==> src/rtl/mmio_pkg.sv <==
// Shared types and the default region map for the MMIO bus decoder.
// Region bounds are held 64 bits wide so any ADDR_W up to 64 decodes against the same table.
package mmio_pkg;

    localparam int unsigned N_REGIONS = 5;
    localparam int unsigned REGION_W  = 64;

    localparam int unsigned SLV_SWITCHES = 0;
    localparam int unsigned SLV_KEYS     = 1;
    localparam int unsigned SLV_LED      = 2;
    localparam int unsigned SLV_7SEG     = 3;
    localparam int unsigned SLV_RAM      = 4;

    typedef enum logic [1:0] {
        IDLE   = 2'd0,
        ACCESS = 2'd1,
        RESP   = 2'd2
    } state_t;

    typedef struct packed {
        logic [REGION_W-1:0] base;
        logic [REGION_W-1:0] limit;
    } region_t;

    localparam region_t REGION_MAP [N_REGIONS] = '{
        '{base: 64'd0, limit: 64'd0},
        '{base: 64'd1, limit: 64'd1},
        '{base: 64'd2, limit: 64'd2},
        '{base: 64'd3, limit: 64'd7},
        '{base: 64'd8, limit: 64'hFFFF_FFFF_FFFF_FFFF}
    };

    // Inclusive range test folded into one unsigned compare; wraps below base exceed the span.
    function automatic logic region_hit(input logic [REGION_W-1:0] addr, input region_t r);
        return (addr - r.base) <= (r.limit - r.base);
    endfunction

endpackage

==> src/rtl/mmio_addr_decode.sv <==
// Combinational region lookup: lowest-indexed matching region wins, hit_c flags any match.
module mmio_addr_decode
    import mmio_pkg::*;
#(
    parameter int unsigned ADDR_W = 32,
    parameter int unsigned IDX_W  = 3
) (
    input  logic [ADDR_W-1:0] addr,
    output logic [IDX_W-1:0]  idx_c,
    output logic              hit_c
);

    logic [REGION_W-1:0] addr_ext;

    assign addr_ext = REGION_W'(addr);

    // Scan from the top so the lowest matching index is the last one written.
    always_comb begin
        idx_c = '0;
        hit_c = 1'b0;
        for (int i = int'(N_REGIONS) - 1; i >= 0; i--) begin
            if (region_hit(addr_ext, REGION_MAP[i])) begin
                idx_c = IDX_W'(i);
                hit_c = 1'b1;
            end
        end
    end

endmodule

==> src/rtl/mmio_bus_decoder.sv <==
// Registered MMIO decoder: latches a CPU request, selects one slave, waits for its ready, returns data.
// Define MMIO_TIMEOUT_EN to end accesses that stall for TIMEOUT_CYCLES with cpu_err.
module mmio_bus_decoder
    import mmio_pkg::*;
#(
    parameter int unsigned ADDR_W         = 32,
    parameter int unsigned DATA_W         = 32,
    parameter int unsigned N_SLAVES       = 5,
    parameter int unsigned DEFAULT_SLAVE  = 4,
    parameter int unsigned TIMEOUT_CYCLES = 15
) (
    input  logic                         clk,
    input  logic                         reset,
    input  logic                         cpu_req,
    input  logic                         cpu_we,
    input  logic [ADDR_W-1:0]            cpu_addr,
    input  logic [DATA_W-1:0]            cpu_wdata,
    output logic [DATA_W-1:0]            cpu_rdata,
    output logic                         cpu_ready,
    output logic                         cpu_err,
    output logic                         busy,
    output logic [N_SLAVES-1:0]          slv_sel,
    output logic                         slv_we,
    output logic [ADDR_W-1:0]            slv_addr,
    output logic [DATA_W-1:0]            slv_wdata,
    input  logic [N_SLAVES*DATA_W-1:0]   slv_rdata,
    input  logic [N_SLAVES-1:0]          slv_ready
);

    localparam int unsigned IDX_W = (N_SLAVES > 1) ? $clog2(N_SLAVES) : 1;

    state_t              state_q, state_d;
    logic [IDX_W-1:0]    idx_q, idx_d;
    logic [DATA_W-1:0]   cpu_rdata_q, cpu_rdata_d;
    logic                cpu_ready_q, cpu_ready_d;
    logic                cpu_err_q, cpu_err_d;
    logic                busy_q, busy_d;
    logic [N_SLAVES-1:0] slv_sel_q, slv_sel_d;
    logic                slv_we_q, slv_we_d;
    logic [ADDR_W-1:0]   slv_addr_q, slv_addr_d;
    logic [DATA_W-1:0]   slv_wdata_q, slv_wdata_d;

    logic [IDX_W-1:0]    dec_idx_c;
    logic                dec_hit_c;
    logic [IDX_W-1:0]    new_idx_c;
    logic [DATA_W-1:0]   sel_rdata_c;
    logic                sel_ready_c;
    logic                tmo_hit_c;

    mmio_addr_decode #(
        .ADDR_W (ADDR_W),
        .IDX_W  (IDX_W)
    ) u_addr_decode (
        .addr  (cpu_addr),
        .idx_c (dec_idx_c),
        .hit_c (dec_hit_c)
    );

    assign new_idx_c = dec_hit_c ? dec_idx_c : IDX_W'(DEFAULT_SLAVE);

    // Only the latched slave's ready and data are visible to the FSM.
    always_comb begin
        sel_rdata_c = '0;
        sel_ready_c = 1'b0;
        for (int unsigned i = 0; i < N_SLAVES; i++) begin
            if (idx_q == IDX_W'(i)) begin
                sel_rdata_c = slv_rdata[i*DATA_W +: DATA_W];
                sel_ready_c = slv_ready[i];
            end
        end
    end

`ifdef MMIO_TIMEOUT_EN
    localparam int unsigned CNT_W = $clog2(TIMEOUT_CYCLES + 1);

    logic [CNT_W-1:0] tmo_cnt_q, tmo_cnt_d;

    // Fires on the ACCESS cycle that would bring the count to TIMEOUT_CYCLES.
    assign tmo_hit_c = (state_q == ACCESS) && (tmo_cnt_q == CNT_W'(TIMEOUT_CYCLES - 1));

    always_comb begin
        tmo_cnt_d = '0;
        if ((state_q == ACCESS) && !sel_ready_c && !tmo_hit_c) begin
            tmo_cnt_d = tmo_cnt_q + CNT_W'(1);
        end
    end

    always_ff @(posedge clk or posedge reset) begin
        if (reset) begin
            tmo_cnt_q <= '0;
        end else begin
            tmo_cnt_q <= tmo_cnt_d;
        end
    end
`else
    logic unused_tmo;

    assign unused_tmo = ^32'(TIMEOUT_CYCLES);
    assign tmo_hit_c  = 1'b0;
`endif

    // Next-state and next-output logic; every output is a flop.
    always_comb begin
        state_d     = state_q;
        idx_d       = idx_q;
        cpu_rdata_d = cpu_rdata_q;
        cpu_ready_d = 1'b0;
        cpu_err_d   = 1'b0;
        slv_sel_d   = slv_sel_q;
        slv_we_d    = slv_we_q;
        slv_addr_d  = slv_addr_q;
        slv_wdata_d = slv_wdata_q;

        unique case (state_q)
            IDLE: begin
                if (cpu_req) begin
                    state_d     = ACCESS;
                    idx_d       = new_idx_c;
                    slv_sel_d   = N_SLAVES'(1) << new_idx_c;
                    slv_we_d    = cpu_we;
                    slv_addr_d  = cpu_addr;
                    slv_wdata_d = cpu_wdata;
                end
            end
            ACCESS: begin
                if (sel_ready_c) begin
                    state_d     = RESP;
                    cpu_ready_d = 1'b1;
                    cpu_rdata_d = slv_we_q ? '0 : sel_rdata_c;
                    slv_sel_d   = '0;
                end else if (tmo_hit_c) begin
                    state_d     = RESP;
                    cpu_ready_d = 1'b1;
                    cpu_err_d   = 1'b1;
                    cpu_rdata_d = '0;
                    slv_sel_d   = '0;
                end
            end
            RESP: begin
                state_d = IDLE;
            end
            default: begin
                state_d   = IDLE;
                slv_sel_d = '0;
            end
        endcase

        busy_d = (state_d != IDLE);
    end

    always_ff @(posedge clk or posedge reset) begin
        if (reset) begin
            state_q     <= IDLE;
            idx_q       <= '0;
            cpu_rdata_q <= '0;
            cpu_ready_q <= 1'b0;
            cpu_err_q   <= 1'b0;
            busy_q      <= 1'b0;
            slv_sel_q   <= '0;
            slv_we_q    <= 1'b0;
            slv_addr_q  <= '0;
            slv_wdata_q <= '0;
        end else begin
            state_q     <= state_d;
            idx_q       <= idx_d;
            cpu_rdata_q <= cpu_rdata_d;
            cpu_ready_q <= cpu_ready_d;
            cpu_err_q   <= cpu_err_d;
            busy_q      <= busy_d;
            slv_sel_q   <= slv_sel_d;
            slv_we_q    <= slv_we_d;
            slv_addr_q  <= slv_addr_d;
            slv_wdata_q <= slv_wdata_d;
        end
    end

    assign cpu_rdata = cpu_rdata_q;
    assign cpu_ready = cpu_ready_q;
    assign cpu_err   = cpu_err_q;
    assign busy      = busy_q;
    assign slv_sel   = slv_sel_q;
    assign slv_we    = slv_we_q;
    assign slv_addr  = slv_addr_q;
    assign slv_wdata = slv_wdata_q;

endmodule

==> config.mk <==
export PLATFORM = sky130hd
export DESIGN_NAME = mmio_bus_decoder
export DESIGN_NICKNAME = d
export VERILOG_FILES = /design/src/rtl/mmio_pkg.sv /design/src/rtl/mmio_addr_decode.sv /design/src/rtl/mmio_bus_decoder.sv
export SDC_FILE = /design/constraint.sdc
export NUM_CORES = 1
export LEC_CHECK = 0
export BUFFER_PORTS_ARGS = -buffer_cell sky130_fd_sc_hd__clkbuf_2
export CORE_AREA = 2 2 131 133
export DETAILED_ROUTE_END_ITERATION = 6
export DIE_AREA = 0 0 133 135
export GPL_ROUTABILITY_DRIVEN = 0
export GPL_TIMING_DRIVEN = 0
export PLACE_DENSITY = 0.72
export SETUP_SLACK_MARGIN = 0.4
export SKIP_CTS_REPAIR_TIMING = 1
export SLEW_MARGIN = 20
export SYNTH_ARGS = -nofsm -noshare
export SYNTH_HDL_FRONTEND = slang
export SYNTH_SLANG_ARGS = --single-unit
==> constraint.sdc <==
create_clock -name clk -period 4 [get_ports clk]
set_input_delay 0.6 -clock clk [delete_from_list [all_inputs] [get_ports clk]]
set_output_delay 0.6 -clock clk [all_outputs]
set_load 0.02 [all_outputs]
==> flow_summary.yaml, run 1 <==
outcome:
  status: "finished, final reports clean"
clocking:
  cts_num_sinks: 109
  clockBufferDepth: 2
  cts_tree: "built"
  numCtsBuffers: 9
  clk_latency_ps: 360
  path_clk_slew_ps: 70
  htreeDepth: 3
  root_buffer: "clkbuf_16"
global_route:
  gr-usage-all-layers_pct: 27.5
  grt_max_degree: 57
  grt_pass1_vias: 6954
  gr-total-overflow: 0
  grt_pass1_wl_mm: 38.3
  antenna_found_initial: 5
timing:
  rsz0062_at_grt: "no"
  tightest_slew_ps: 914
  final-setup-viol-count: 0
  hold_violations: 0
  maxSlewHeadroom_pct: 39.0
  min_period_ps: 3380
  max_freq_ghz: 0.296
  slew_viol_final: 0
  period_share_pct: 84.6
  finClkSkew_ps: 11.8
synth:
  synth-edff-count: 0
  yosys_warnings: 0
  yosysTopAreaCell: "dfrtp_1"
  ys_ff_latch: 109
  syn_nets: 978
  synth.top_cells.by_area: "dfrtp_1 41%, nand2_1 13%, mux4_2 11%, a22oi_1 3.7%, o31ai_1 3.7%"
  synth.distinct_cells: 57
  async_reset_ff_share_pct: 100
  syn_avg_cell_area_sq_um: 9.00
  yosysSeqAreaShare_pct: 41.0
  synth_ff_type: "dfrtp_1"
  syn_inst: 740
  synth_top_area_share_pct: 41.0
  synth_area_sq_um: 6660
cells_and_area:
  multi_input_area_sq_um: 3610
  flow.area_growth_from_synthesis_pct: 33.3
  drive_gt1_share_pct: 36.3
  final_common_cell: "clkbuf_2"
  utilization_pct: 54.1
  finalNetCount: 1311
  seqCellArea_sq_um: 2730
  fill_cells: 1552
  layout_common_cells: "322 x clkbuf_2, 236 x nand2_1, 109 x dfrtp_1"
floorplan:
  die-area_sq_um: 18000
  core_area_sq_um: 16400
  die_w_um: 133
  initial_core_util_pct: 40.6
  die_height_um: 135
  pin_count: 338
  std_cell_rows: 47
worst_setup_path:
  critPathMaxFanout: 10
  cp_top_family: "simple AND/OR/NAND/NOR gates"
  critPathMaxStageDelay_ps: 820
  crit_buf_inv: 1
  crit_top_cell: "nand4_1"
  cpMaxStageDelayCell: "nor4_2"
  startpoint_type: "primary input"
  r2r_cells: 7
  crit_required_ps: 4220
  worstPathCellList: "clkbuf_1, nor4_2, nand4_1, o21a_1, a2111oi_4, nand4_1, or4_4, nand4_1, o21ai_0"
  crit_arrival_ps: 3600
  crit_path_end_kind: "flop"
  cp.depth: 9
  worstSetupPathType: "in2reg"
route:
  wl_mm: 24.9
  first_pass_iters: 5
  viasPerCell: 5.48
  wl_per_cell_um: 19.1
  drc: 0
  drtIter0Drc: 544
  ant_nets: 0
  dr_total_vias: 7142
power:
  power_leakage_nw: 4.34
  power-per-cell-area_nw_per_um2: 660
  total_power_mw: 5.85
  peakVddDrop_mv: 0.305
min_path:
  hp-class: "in2async"
placement:
  hpwlAfterDp_mm: 20.0
  port_buffers: 321
flow_run:
  maxCapViolCount: 0
==> final cells by class <==
cell class	instances	area share (%)
clock buffers	11	2.74
plain buffers	69	3.12
repair buffers	322	18.4
well taps	220	3.10
multi-input cells	550	40.7
diodes	5	0.141
inverters	12	0.564
clock inverters	5	0.465
flip-flops and latches	109	30.7
==> synthesized netlist by cell type (2+ instances only) <==
cell type    n
clkbuf_1    55
o22ai_1      2
and3_1       4
nand2b_1     3
and4_1       2
a22o_1       4
xnor2_1     16
or3b_2       2
nor3b_1      6
o2111ai_1    2
dfrtp_1    109
mux2i_1      3
nand4_1     18
nor4b_1      2
o21ai_0     16
a22oi_1     33
nor2b_1      6
a211oi_1     2
nand2_1    236
o31ai_1     33
mux2_2       2
inv_1       11
nor3_1      22
buf_4        2
a21oi_1      8
ha_1         5
buf_1       10
xor2_1       9
mux4_2      33
or4_1        9
nand3_1      4
nor2_1      20
nor4_1      25
or3_1        2
or4_4        2
==> layer usage <==
metal / GRT usage [%] / part of all wire, % / vias to the layer above
met5: 0 / 0 / -
met4: 12.0 / 3.6 / 0
met3: 4.80 / 7.4 / 60
met2: 47.3 / 50 / 365
met1: 34.0 / 39 / 3403
li1: - / - / 3314
==> worst paths after layout <==
check | start | end | slack, ps
worst min register to register | slv_wdata[9]$_DFFE_PP0P_ | slv_wdata[9]$_DFFE_PP0P_ | 470
worst min-delay path | reset | slv_wdata[21]$_DFFE_PP0P_ | 270
worst max register to register | idx_q[0]$_DFFE_PP0P_ | cpu_rdata[1]$_DFFE_PP0P_ | 780
worst max-delay path | cpu_addr[11] | idx_q[2]$_DFFE_PP0P_ | 620
max in group asynchronous | reset | cpu_rdata[13]$_DFFE_PP0P_ | 3070
min in group clk | cpu_wdata[14] | slv_wdata[14]$_DFFE_PP0P_ | 420
==> power breakdown <==
group          switching [mW]  total [mW]  internal, mW  leakage (nW)
clock                   0.438       0.884         0.446         0.133
combinational            2.00        3.06          1.06          2.82
sequential              0.290        1.91          1.62          1.38
total                    2.73        5.85          3.13          4.34
==> per-stage QoR <==
step	setup WS [ps]	cells	instance area (sq um)	TNS (ps)	hold slack, ps
6_report	618	1303	8870	0	274
5_1_grt	475	1303	8870	0	314
4_1_cts	531	1298	8850	0	294
3_5_place_dp	188	1282	8570	0	461
3_3_place_gp	-935	1281	8540	-100890	458
2_1_floorplan	526	740	6660	0	463
==> cells by family after synthesis <==
family,count (synthesis),share of synthesized area (%)
AND/OR/NAND/NOR,371,26.0
AO/OA/AOI/OAI,110,12.0
flip-flops,109,41.0
buffers and inverters,81,4.81
multiplexers,38,12.0
XOR/XNOR,25,3.29
adder cells (fa/ha/maj),5,0.940
other,1,0.0563
==> registers in the layout, summed over array words and instances, names as in the netlist <==
signal and flops:
state_q 2, busy 1, cpu_rdata 32, slv_addr 32, cpu_ready 1, slv_sel 5, idx_q 3, slv_wdata 32
slv_we 1
No activity file was read; power rests on OpenSTA's default activity.
==> run 2: changes to the inputs <==
--- a/config.mk
+++ b/config.mk
@@ -5,13 +5,14 @@
 export SDC_FILE = /design/constraint.sdc
 export NUM_CORES = 1
 export LEC_CHECK = 0
+export ABC_AREA = 1
 export BUFFER_PORTS_ARGS = -buffer_cell sky130_fd_sc_hd__clkbuf_2
-export CORE_AREA = 2 2 131 133
+export CORE_MARGIN = 2
+export CORE_UTILIZATION = 44
 export DETAILED_ROUTE_END_ITERATION = 6
-export DIE_AREA = 0 0 133 135
 export GPL_ROUTABILITY_DRIVEN = 0
 export GPL_TIMING_DRIVEN = 0
-export PLACE_DENSITY = 0.72
+export PLACE_DENSITY = 0.78
 export SETUP_SLACK_MARGIN = 0.4
 export SKIP_CTS_REPAIR_TIMING = 1
 export SLEW_MARGIN = 20
==> constraint.sdc (replaced) <==
create_clock -name clk -period 3 [get_ports clk]
set_input_delay 0.45 -clock clk [delete_from_list [all_inputs] [get_ports clk]]
set_output_delay 0.45 -clock clk [all_outputs]
set_load 0.02 [all_outputs]
==> run 2 against run 1 <==
Compared with the run above: the flow now finishes with violations (DRC); global-route usage grew 5.3 points; sequential share of layout area shrank 4.5 points; wire length grew 29%; cell count grew 36%; sequential power grew 28%; power grew 34%; largest cell class unchanged; register-to-register slack lost 150 ps; synthesized cell count grew 60%; critical path type unchanged.
==> flow_summary.yaml, run 2 <==
outcome:
  status: "finished, violations left"
  violations: "DRC"
global_route:
  grt_pass1_wl_mm: 49.5
  gr-usage-all-layers_pct: 32.7
  grt_max_degree: 35
  antenna_found_initial: 3
  grt_pass1_vias: 9243
  gr-total-overflow: 0
worst_setup_path:
  worstSetupPathType: "in2reg"
  crit_required_ps: 3310
  crit_buf_inv: 3
  critPathMaxStageDelay_ps: 270
  crit_arrival_ps: 2720
  r2r_cells: 6
  crit_top_cell: "nand2_1"
  cpMaxStageDelayCell: "nor3_1"
  cp.depth: 16
  cp_top_family: "simple AND/OR/NAND/NOR gates"
  crit_path_end_kind: "flop"
  critPathMaxFanout: 7
  startpoint_type: "primary input"
  worstPathCellList: "clkbuf_2, clkinvlp_4, ha_1, nand2_2, nand2_1, nor2_2, nand2_1, o21ai_0, nand2_1, nor3_1, nand2_1, nor2_1, nand3_1, nand3_1, nand2_1, inv_1"
synth:
  ys_ff_latch: 109
  async_reset_ff_share_pct: 100
  synth_top_area_share_pct: 34.2
  yosysSeqAreaShare_pct: 34.2
  synth_common_cells: "420 x nand2_1, 109 x dfrtp_1, 108 x nor2_1, 101 x inv_1"
  syn_inst: 1186
  yosys_warnings: 0
  synth_area_sq_um: 7960
  syn_avg_cell_area_sq_um: 6.71
  syn_nets: 1424
  synth_ff_type: "dfrtp_1"
  yosysTopAreaCell: "dfrtp_1"
  synth.distinct_cells: 39
  synth-edff-count: 0
  yosysMostFrequentCell: "nand2_1"
  synth.top_cells.by_area: "dfrtp_1 34%, nand2_1 20%, nor2_1 5.1%, inv_1 4.8%, nand3_1 4.0%"
timing:
  hold_violations: 0
  maxSlewHeadroom_pct: 45.1
  slew_viol_final: 0
  period_share_pct: 80.3
  final-setup-viol-count: 0
  fin_hold_ws_ps: 91.6
  fin_setup_tns_ps: 0
  min_period_ps: 2410
  rsz0062_at_grt: "no"
  tightest_slew_ps: 817
  finClkSkew_ps: 12.2
  max_freq_ghz: 0.415
route:
  ant_nets: 0
  drc: 1
  wl_mm: 32.1
  drtIter0Drc: 1192
  wl_per_cell_um: 18.0
  first_pass_iters: 7
  dr_total_vias: 9826
  viasPerCell: 5.53
clocking:
  cts_tree: "built"
  root_buffer: "clkbuf_16"
  numCtsBuffers: 9
  path_clk_slew_ps: 90
  htreeDepth: 3
  cts_num_sinks: 109
  clockBufferDepth: 2
  clk_latency_ps: 370
placement:
  port_buffers: 336
  placedCellCount: 1754
  hpwlAfterDp_mm: 26.0
cells_and_area:
  drive_gt1_share_pct: 29.1
  flow.area_growth_from_synthesis_pct: 30.6
  final_common_cell: "nand2_1"
  multi_input_area_sq_um: 4660
  fin_cells: 1777
  fill_cells: 1720
  layout_common_cells: "418 x nand2_1, 336 x clkbuf_2, 109 x dfrtp_1"
  seqCellArea_sq_um: 2730
  finalNetCount: 1778
flow_run:
  maxCapViolCount: 0
floorplan:
  std_cell_rows: 49
  die_w_um: 139
  die_height_um: 139
  die-area_sq_um: 19200
  initial_core_util_pct: 44.6
  pin_count: 338
  core_area_sq_um: 17800
power:
  internal-power_mw: 3.99
  p_seq_share_pct: 31.2
  total_power_mw: 7.83
  power_leakage_nw: 5.24
  switching_share_pct: 49.1
  power.net_switching_mw: 3.84
  p_clk_share_pct: 15.9
  power_frac_comb_pct: 52.9
  power-per-cell-area_nw_per_um2: 753
  peakVddDrop_mv: 0.441
min_path:
  hp-class: "in2async"
run 2: changes by cell type after synthesis, moves of 32 or more:
cell / change
nand2_1: +184
o21ai_0: +48
inv_1: +90
a22oi_1: -33
nor2_1: +88
mux4_2: -33
o21ai_1: +35
o31ai_1: -33
nand3_1: +60
a32oi_1: +32
run 2: logic make-up (layout without fill, tap and decap cells):
kind of cell / count (synthesis) / count (layout) / share of synthesized area (%)
other cells: 1 / 4 / 0.0471
fa+ha+maj: 5 / 5 / 0.786
buf+inv: 158 / 517 / 7.73
simple gates: 691 / 691 / 38.2
compound gates: 209 / 209 / 17.4
xor+xnor: 13 / 13 / 1.52
flops: 109 / 109 / 34.2
run 2: cell type report:
class                   instances  area share [%]
well taps                     229            2.76
multi-input cells             919            44.8
clock buffers                   9            2.17
flip-flops and latches        109            26.2
plain buffers                  49            1.99
clock inverters                 7           0.878
inverters                     109            4.03
repair buffers                343            17.0
diodes                          3          0.0722
run 2: path summary, 6_finish.rpt:
check | from | end | slack [ps]
max | cpu_addr[2] | idx_q[0]$_DFFE_PP0P_ | 590
max in group asynchronous | reset | slv_addr[13]$_DFFE_PP0P_ | 2120
min reg2reg | slv_sel[2]$_DFFE_PP0P_ | slv_sel[2]$_DFFE_PP0P_ | 490
min in group clk | cpu_wdata[15] | slv_wdata[15]$_DFFE_PP0P_ | 270
max reg2reg | idx_q[2]$_DFFE_PP0P_ | cpu_rdata[16]$_DFFE_PP0P_ | 630
min | reset | cpu_rdata[5]$_DFFE_PP0P_ | 90
run 2: power groups by stage:
stage / logic (mW) / registers (mW) / clock network (mW)
floorplan: 1.80 / 3.16 / 0
global placement: 4.01 / 2.44 / 0
detailed placement: 4.09 / 2.46 / 0
CTS: 4.12 / 2.44 / 1.26
global route: 4.50 / 2.52 / 1.32
finish: 4.14 / 2.44 / 1.25
run 2: worst register-to-register path, stage by stage (launching register included):
cell,delay [ps]
dfrtp_1,460
nor3_1,700
clkbuf_1,480
nand2_1,100
a41oi_1,330
o211ai_1,140
o21ai_1,90
run 2: metrics by stage:
stage / utilization [%] / setup slack (ps) / area [sq um]
after floorplan: - / 846 / 7970
after global placement: 55.7 / 194 / 9940
after detailed placement: 56.0 / 131 / 10000
after CTS: 57.8 / 445 / 10300
after global routing: 58.3 / 403 / 10400
final: 58.3 / 591 / 10400
run 2: routing by layer:
layer,wire length (um),global-route usage [%],vias up
met5,0,0,-
met4,2140,20.2,0
met3,2890,5.52,136
met2,15000,53.7,590
met1,12000,40.4,4441
li1,-,-,4659
==> run 3: changes to the inputs <==
--- a/config.mk
+++ b/config.mk
@@ -5,14 +5,14 @@
 export SDC_FILE = /design/constraint.sdc
 export NUM_CORES = 1
 export LEC_CHECK = 0
-export ABC_AREA = 1
+export ABC_AREA = 0
 export BUFFER_PORTS_ARGS = -buffer_cell sky130_fd_sc_hd__clkbuf_2
-export CORE_MARGIN = 2
-export CORE_UTILIZATION = 44
+export CORE_AREA = 2 2 131 133
 export DETAILED_ROUTE_END_ITERATION = 6
+export DIE_AREA = 0 0 133 135
 export GPL_ROUTABILITY_DRIVEN = 0
 export GPL_TIMING_DRIVEN = 0
-export PLACE_DENSITY = 0.78
+export PLACE_DENSITY = 0.72
 export SETUP_SLACK_MARGIN = 0.4
 export SKIP_CTS_REPAIR_TIMING = 1
 export SLEW_MARGIN = 20
==> constraint.sdc (replaced) <==
create_clock -name clk -period 2.4 [get_ports clk]
set_input_delay 0.36 -clock clk [delete_from_list [all_inputs] [get_ports clk]]
set_output_delay 0.36 -clock clk [all_outputs]
set_load 0.02 [all_outputs]
==> run 3 against run 2 <==
Compared with the run above: the run ends with setup timing left; via count is 23% lower; die area is 6.4% lower; clock power is 26% higher; largest power group unchanged; wire length is 15% lower; design area is 2.0% lower; worst setup slack worse by 970 ps; critical endpoint is now idx_q[2]$_DFFE_PP0P_; combinational power is 62% higher; global-route usage is 5.1 points lower; flip-flop and latch count stayed put; clock skew is 4.4 ps lower; sequential share of layout area is 0.54 points higher.
==> flow_summary.yaml, run 3 (synthesis results as in run 1) <==
route:
  drc: 0
  first_pass_iters: 5
  ant_nets: 0
  drtIter0Drc: 673
  viasPerCell: 5.65
  wl_mm: 27.2
  dr_total_vias: 7543
  wl_per_cell_um: 20.4
floorplan:
  die_height_um: 135
  std_cell_rows: 47
  initial_core_util_pct: 40.6
  die_w_um: 133
  core_area_sq_um: 16400
  die-area_sq_um: 18000
  pin_count: 338
timing:
  rsz0062_at_grt: "yes"
  finClkSkew_ps: 7.77
  max_freq_ghz: 0.360
  period_share_pct: 116
  slew_viol_final: 0
  min_period_ps: 2780
  worst_slack_ps: -380
  hold_violations: 0
  tightest_slew_ps: 1130
  final-setup-viol-count: 5
  maxSlewHeadroom_pct: 24.4
  fin_setup_tns_ps: -1800
outcome:
  status: "finished, violations left"
  violations: "setup timing"
clocking:
  numCtsBuffers: 9
  cts_tree: "built"
  clockBufferDepth: 2
  root_buffer: "clkbuf_16"
  cts_num_sinks: 109
  clk_latency_ps: 360
  htreeDepth: 3
  path_clk_slew_ps: 80
cells_and_area:
  final_area_sq_um: 10200
  fin_cells: 1336
  finalNetCount: 1347
  drive_gt1_share_pct: 49.6
  flow.area_growth_from_synthesis_pct: 53.1
  utilization_pct: 62.1
  final_common_cell: "clkbuf_2"
  layout_common_cells: "340 x clkbuf_2, 204 x nand2_1, 109 x dfrtp_1"
global_route:
  antenna_found_initial: 2
  grt_pass1_vias: 7029
  grt_max_degree: 33
  grt_pass1_wl_mm: 38.6
  gr-usage-all-layers_pct: 27.6
  gr-total-overflow: 0
placement:
  dpl-instance-area_sq_um: 8670
  placedCellCount: 1284
  place_ws_ps: -1110
  hpwlAfterDp_mm: 20.0
  port_buffers: 321
worst_setup_path:
  critPathMaxStageDelay_ps: 610
  cp_top_family: "simple AND/OR/NAND/NOR gates"
  worstPathCellList: "buf_12, or4_4, or4b_4, o21a_1, a2111oi_4, nand4_1, or4_4, nand4_1, o21ai_1"
  cpMaxStageDelayCell: "or4_4"
  crit_buf_inv: 1
  critPathMaxFanout: 5
  crit_arrival_ps: 3010
  worstSetupPathType: "in2reg"
  crit_path_end_kind: "flop"
  startpoint_type: "primary input"
  crit_required_ps: 2630
power:
  peakVddDrop_mv: 0.598
  power-per-cell-area_nw_per_um2: 1140
  power_leakage_nw: 4.92
min_path:
  hp-class: "in2async"
flow_run:
  maxCapViolCount: 0
## run 3: cell types whose count changed in the layout (fill, tap and decap cells not counted), sizes merged, moves of 33 or more
cell and delta:
nand2 -204, nor2 -126, inv -99, o21ai -86, nand3 -62, buf +39, a22oi +33, mux4 +33
o31ai +33
## run 3: worst register-to-register path: stages, from the launching register on
cell,delay (ps)
dfrtp_1,400
buf_12,150
mux4_2,390
a22oi_2,110
or3b_4,440
buf_12,170
buf_6,120
clkbuf_16,160
nand2_4,70
o31ai_2,70
## run 3: through the flow
step                      hold slack [ps]  power [mW]
after floorplan                       463        6.45
final                                79.7        11.6
after global placement                458        8.24
after CTS                            78.4        9.93
after global routing                  116        12.3
after detailed placement              462        8.35
## run 3: where the power goes
| part | total (mW) | internal [mW] | switching (mW) |
|---|---|---|---|
| logic | 6.70 | 2.64 | 4.06 |
| registers | 3.31 | 2.69 | 0.613 |
| clock network | 1.57 | 0.847 | 0.727 |
| total | 11.6 | 6.18 | 5.40 |
## run 3: layout make-up
class	count	area [sq um]
antenna	2	5.00
buffer	69	452
clock buffer	10	239
clock inverter	6	70.1
fill	1360	6220
inverter	12	60.1
multi-input combinational	550	4320
sequential	109	2730
tap	220	275
timing repair buffer	358	2040
## run 3: routing by layer
layer / track usage, % / routed length [um] / vias to the layer above
li1: - / - / 3396
met1: 34.5 / 10000 / 3624
met2: 47.6 / 14000 / 447
met3: 5.11 / 2220 / 76
met4: 10.9 / 971 / 0
met5: 0 / 0 / -
## run 3: path summary, 6_finish.rpt
kind,from,endpoint,slack [ps],cells after the start
hold reg to reg,slv_wdata[12]$_DFFE_PP0P_,slv_wdata[12]$_DFFE_PP0P_,470,2
min in group clk,cpu_wdata[30],slv_wdata[30]$_DFFE_PP0P_,190,3
setup / recovery,cpu_addr[19],idx_q[2]$_DFFE_PP0P_,-380,9
max in group asynchronous,reset,slv_addr[16]$_DFFE_PP0P_,1500,4
setup reg to reg,idx_q[0]$_DFFE_PP0P_,cpu_rdata[14]$_DFFE_PP0P_,170,9
hold / removal,reset,slv_sel[1]$_DFFE_PP0P_,80,2
